`src/rtl/risc_cpu.sv`:
```
// 8-bit accumulator CPU: 8-state fetch/execute controller, ALU and a 32x8
// unified memory with combinational read and clocked write.
package risc_cpu_pkg;
    typedef enum logic [2:0] {
        OP_HLT, OP_SKZ, OP_ADD, OP_AND, OP_XOR, OP_LDA, OP_STO, OP_JMP
    } opcode_t;
endpackage

module risc_cpu_ctrl
    import risc_cpu_pkg::*;
(
    input  logic       clk,
    input  logic       rst,
    input  opcode_t    opcode,
    output logic [2:0] phase,
    output logic       sel,
    output logic       wr
);
    typedef enum logic [2:0] {
        INST_ADDR, INST_FETCH, INST_LOAD, IDLE, OP_ADDR, OP_FETCH, ALU_OP, STORE
    } state_t;

    state_t state;
    state_t state_nxt;

    always_comb begin
        state_nxt = state;
        unique case (state)
            INST_ADDR:  state_nxt = INST_FETCH;
            INST_FETCH: state_nxt = INST_LOAD;
            INST_LOAD:  state_nxt = IDLE;
            IDLE:       state_nxt = OP_ADDR;
            OP_ADDR:    state_nxt = (opcode == OP_HLT) ? OP_ADDR : OP_FETCH;
            OP_FETCH:   state_nxt = ALU_OP;
            ALU_OP:     state_nxt = STORE;
            STORE:      state_nxt = INST_ADDR;
            default:    state_nxt = INST_ADDR;
        endcase
    end

    // sel/wr are registered from the next state so they line up with it.
    always_ff @(posedge clk or negedge rst) begin
        if (!rst) begin
            state <= INST_ADDR;
            sel   <= 1'b1;
            wr    <= 1'b0;
        end else begin
            state <= state_nxt;
            sel   <= (state_nxt inside {INST_ADDR, INST_FETCH, INST_LOAD, IDLE});
            wr    <= (state_nxt == STORE) && (opcode == OP_STO);
        end
    end

    assign phase = state;
endmodule

module risc_cpu_alu
    import risc_cpu_pkg::*;
(
    input  opcode_t    opcode,
    input  logic [7:0] ac,
    input  logic [7:0] operand,
    output logic [7:0] out
);
    always_comb begin
        out = ac;
        unique case (opcode)
            OP_ADD:  out = ac + operand;
            OP_AND:  out = ac & operand;
            OP_XOR:  out = ac ^ operand;
            OP_LDA:  out = operand;
            default: out = ac;
        endcase
    end
endmodule

module risc_cpu_mem (
    input logic      clk,
    risc_cpu_if.slave bus
);
    logic [7:0] mem [0:31];

    always_ff @(posedge clk) begin
        if (bus.wr) mem[bus.addr] <= bus.wdata;
    end

    assign bus.rdata = mem[bus.addr];
endmodule

module risc_cpu
    import risc_cpu_pkg::*;
(
    input  logic       clk,
    input  logic       rst,
    output logic [7:0] data_out
);
    logic [4:0] pc;
    logic [4:0] addr;
    logic [7:0] ir;
    logic [7:0] ac;
    logic [7:0] mem_data;
    logic [7:0] alu_out;
    logic [2:0] phase;
    logic       wr;
    logic       sel;
    opcode_t    opcode;

    risc_cpu_if bus ();

    assign opcode    = opcode_t'(ir[7:5]);
    assign addr      = sel ? pc : ir[4:0];
    assign bus.addr  = addr;
    assign bus.wdata = ac;
    assign bus.wr    = wr;
    assign mem_data  = bus.rdata;
    assign data_out  = ac;

    risc_cpu_ctrl ctrl0 (
        .clk    (clk),
        .rst    (rst),
        .opcode (opcode),
        .phase  (phase),
        .sel    (sel),
        .wr     (wr)
    );

    risc_cpu_mem mem0 (
        .clk (clk),
        .bus (bus.slave)
    );

    risc_cpu_alu alu0 (
        .opcode  (opcode),
        .ac      (ac),
        .operand (mem_data),
        .out     (alu_out)
    );

    // The controller holds phase 4 on HLT, so the increment guard is what freezes PC.
    always_ff @(posedge clk or negedge rst) begin
        if (!rst) begin
            pc <= '0;
            ir <= '0;
            ac <= '0;
        end else begin
            unique case (phase)
                3'd2: ir <= mem_data;
                3'd4: if (opcode != OP_HLT) pc <= pc + 5'd1;
                3'd6: begin
                    if (opcode == OP_SKZ && ac == 8'h00) pc <= pc + 5'd1;
                    else if (opcode == OP_JMP)           pc <= ir[4:0];
                end
                3'd7: begin
                    if (opcode inside {OP_ADD, OP_AND, OP_XOR, OP_LDA}) ac <= alu_out;
                end
                default: ;
            endcase
        end
    end
endmodule

```
`src/rtl/risc_cpu_if.sv`:
```
// Memory bus between the accumulator core and its unified program/data store.
interface risc_cpu_if;
    logic [4:0] addr;
    logic [7:0] rdata;
    logic [7:0] wdata;
    logic       wr;

    modport master (output addr, output wdata, output wr, input rdata);
    modport slave  (input addr, input wdata, input wr, output rdata);
endinterface

```
`config.mk`:
```
export PLATFORM = sky130hd
export DESIGN_NAME = risc_cpu
export DESIGN_NICKNAME = d
export VERILOG_FILES = /design/src/rtl/risc_cpu.sv /design/src/rtl/risc_cpu_if.sv
export SDC_FILE = /design/constraint.sdc
export NUM_CORES = 1
export LEC_CHECK = 0
export CAP_MARGIN = 20
export CORE_AREA = 2 2 161 163
export CTS_BUF_LIST = sky130_fd_sc_hd__clkbuf_16
export CTS_CLUSTER_DIAMETER = 100
export DETAILED_ROUTE_END_ITERATION = 7
export DIE_AREA = 0 0 163 165
export PLACE_DENSITY_LB_ADDON = 0.12
export SYNTH_ARGS = -nofsm -noshare
export SYNTH_HDL_FRONTEND = slang
export SYNTH_SLANG_ARGS = --single-unit
```
`constraint.sdc`:
```
create_clock -name clk -period 5.6 [get_ports clk]
set_clock_uncertainty 0.1 [all_clocks]
set_input_delay 1.12 -clock clk [delete_from_list [all_inputs] [get_ports clk]]
set_output_delay 1.12 -clock clk [all_outputs]
set_load 0.005 [all_outputs]
```
==> flow_summary.json <==
{
  "synth_area_leaders": "edfxtp_1 (62%), mux2i_1 (5.9%), dfrtp_1 (5.0%)",
  "worst-path-buf-inv": 0,
  "hold_viol": 0,
  "final_nets": 946,
  "setup_viol": 0,
  "clk_latency_ns": 0.57,
  "p_comb_share_pct": 0.1,
  "postCtsResizedCells": 0,
  "critPathTopFamily": "compound AO/OA/AOI/OAI gates",
  "fin_cells": 1287,
  "crit_required_ns": 5.95,
  "whs_ns": 0.502,
  "p_leak_nw": 4.75,
  "yosysSeqAreaShare_pct": 67.2,
  "grt_overflow": 0,
  "cts_tree": "built",
  "final_cell_area_sq_mm": 0.0139,
  "avgRoutedWirePerCell_microns": 28.2,
  "postRouteAntennaNets": 0,
  "met2RoutedLength_microns": 17200,
  "grt_pass1_vias": 7975,
  "synth_top_area_share_pct": 62.0,
  "numPortBuffers": 9,
  "grt_pass1_wl_microns": 53400,
  "r2r-end": "data_out[6]",
  "max_freq_ghz": 0.205,
  "crit_chain": "mux2i_1 > a21oi_1 > a31oi_1 > o32ai_1 > nor2_1 > ha_1 > fa_1 > a21o_1 > a21oi_1 > o21ai_0 > xnor2_1 > a221oi_1 > a221o_1",
  "cp.arrival_ns": 5.23,
  "synth-main-ff-cell": "edfxtp_1",
  "p_switching_uw": 831,
  "cts_max_path_buffers": 3,
  "drive_above_1_share_pct": 10.7,
  "syn_area_sq_mm": 0.0124,
  "cpPeakStageDelay_ns": 0.80,
  "hp-class": "reg2reg",
  "crit_top_cell": "a21oi_1",
  "hpwl_microns": 24500,
  "finalWirelength_microns": 36300,
  "cap_violations": 0,
  "cp-start-kind": "flip-flop",
  "rows": 58,
  "status": "finished clean",
  "p_seq_share_pct": 54.3,
  "timing.rr.start": "ctrl0.sel",
  "ir_drop_mv": 0.289,
  "die_width_microns": 163,
  "grt_max_degree": 72,
  "netlist_instances": 914,
  "drcViolationCount": 0,
  "whs_path_depth": 1,
  "via_per_inst": 6.43,
  "met1_length_microns": 15400,
  "setup_tns_ns": 0,
  "critical_path_class": "reg2reg",
  "avgSynthCellArea_sq_um": 13.6,
  "core-area_sq_mm": 0.0250,
  "antenna_found_initial": 0,
  "dp.cells": 1232,
  "synth-seq-cells": 282,
  "synth_edf_count": 256,
  "postLayoutCoreUtil_pct": 55.4,
  "r2r_setup_slack_ns": 0.72,
  "area_growth_pct": 11.8,
  "yosysWarnings": 0,
  "fin_crit_ns": 4.88,
  "firstDrtPassIters": 6,
  "synth_area_leader_cell": "edfxtp_1",
  "dpl_cell_area_sq_mm": 0.0129,
  "wl_met3_microns": 2550,
  "cts.sinks": 282,
  "min_to": "ctrl0.phase[1]",
  "htreeDepth": 1,
  "ios": 10,
  "postCtsHoldBufs": 0,
  "p_sw_share_pct": 19.9,
  "gp_congestion": 0.953,
  "max_slew_margin_pct": 26.4,
  "hp-start": "ctrl0.phase[1]",
  "rsz0062_at_grt": "no",
  "slew_viol_final": 0,
  "p_int_mw": 3.34,
  "r2r.worst_path.cells": 13,
  "dieHeight_microns": 165,
  "highest_layer": "met4",
  "crit_slowest_cell": "dfstp_2",
  "cts_buffers": 30,
  "p_clk_share_pct": 45.6,
  "start_util_pct": 49.5,
  "synthesis.nets": 926,
  "routed-via-count": 8276,
  "end_kind": "flip-flop",
  "synth_cell_types": 74,
  "design.die.area_sq_mm": 0.0269,
  "drtIter0Drc": 1155,
  "grt.total_usage_pct": 27.4,
  "num_antenna_cells": 0,
  "period_share_pct": 87.1,
  "cts_root_buf": "clkbuf_16",
  "cts_setup_buffers": 0,
  "crit_fanout": 19,
  "synthArstFlopShare_pct": 9.22,
  "worstMarginPinSlew_ns": 1.10,
  "cts.reportedPaths.clkPinSlew_ns": 0.06,
  "powerDensity_mw_per_mm2": 301
}
[cells in the final DEF, fill, tap and decap left out, drive strengths merged, types with 15 or more instances in the layout]
cell | netlist | final
a21oi | 27 | 27
a32oi | 26 | 26
buf | 26 | 30
clkbuf | 25 | 30
dfrtp | 25 | 25
edfxtp | 256 | 256
inv | 9 | 16
mux2 | 20 | 20
mux2i | 74 | 74
nand2 | 128 | 128
nand3 | 26 | 26
nand4 | 15 | 15
nor2 | 52 | 52
o21ai | 24 | 24
o22ai | 17 | 17
[registers in the layout (all words and copies together) (netlist names)]
register and count:
ctrl0.wr 1, pc 5, ctrl0.sel 1, mem0.mem 256
ctrl0.phase 3, ir 8, data_out 8
[worst max-delay path by stage]
stage / endpoint / depth (start not counted) / slack (ns) / startpoint
floorplan: data_out[6] / 16 / 1.66 / ctrl0.sel
global placement: data_out[7] / 11 / 0.88 / ctrl0.sel
detailed placement: data_out[6] / 15 / 0.82 / ctrl0.sel
CTS: data_out[6] / 15 / 0.79 / ctrl0.sel
global route: data_out[6] / 15 / 0.47 / ctrl0.sel
finish: data_out[6] / 13 / 0.72 / ctrl0.sel
[cells in the mapped netlist, types with 4 or more instances]
cell      instances
mux2_2           15
o211ai_1          7
a221oi_1          6
o22a_1            4
o32ai_1           8
o22ai_1          17
nor3_1           14
a32o_1            5
edfxtp_1        256
a21oi_1          27
and2_1            5
a31oi_1           5
nor2_1           52
a22oi_1           4
nand2_1         128
nor4_1            9
clkbuf_1         25
o21ai_1           5
o221ai_1          5
buf_1             4
dfrtp_1          25
a221o_1           4
buf_2            16
a21o_1            6
mux2_1            4
o211a_1           5
nand3_1          26
nand2b_1          7
nand3b_1          4
ha_1              9
mux2i_1          73
nand4_1          15
o21ai_0          19
inv_1             9
a32oi_1          26
[stage by stage]
stage | power (mW) | worst slack (ns)
after floorplan | 2.31 | 1.66
after global placement | 2.31 | 0.883
after detailed placement | 2.31 | 0.819
after CTS | 4.19 | 0.795
after global routing | 4.28 | 0.471
final | 4.17 | 0.723
[logic make-up (layout without fill, tap and decap cells)]
| group | count (synthesis) | after routing | synth area share [%] |
|---|---|---|---|
| flip-flops | 282 | 282 | 67.2 |
| AND/OR/NAND/NOR | 275 | 275 | 9.97 |
| AO/OA/AOI/OAI | 189 | 189 | 11.4 |
| multiplexers | 94 | 94 | 7.85 |
| buffers and inverters | 61 | 104 | 2.28 |
| adder cells (fa/ha/maj) | 10 | 10 | 1.07 |
| XOR/XNOR | 3 | 3 | 0.212 |
[final cells by class]
class	count	area, sq um
fillers	2071	11200
repair buffers	39	315
clock inverters	25	206
well taps	330	413
inverters	10	37.5
clock buffers	30	751
multi-input cells	571	3800
flip-flops and latches	282	8340
[routing by layer]
layer / global-route usage (%) / vias to the layer above
li1: - / 3618
met1: 38.8 / 4191
met3: 3.44 / 77
met4: 8.21 / 0
met5: 0 / -
met2: 44.8 / 390
[power groups by stage]
stage          sequential (mW)  combinational, mW  clock, mW
5_1_grt                   2.26            0.00574       2.01
3_5_place_dp              2.31            0.00537          0
2_1_floorplan             2.31         0.00000213          0
3_3_place_gp              2.31            0.00498          0
6_report                  2.26            0.00496       1.90
4_1_cts                   2.26            0.00539       1.92
(Power assumes the default switching activity.)
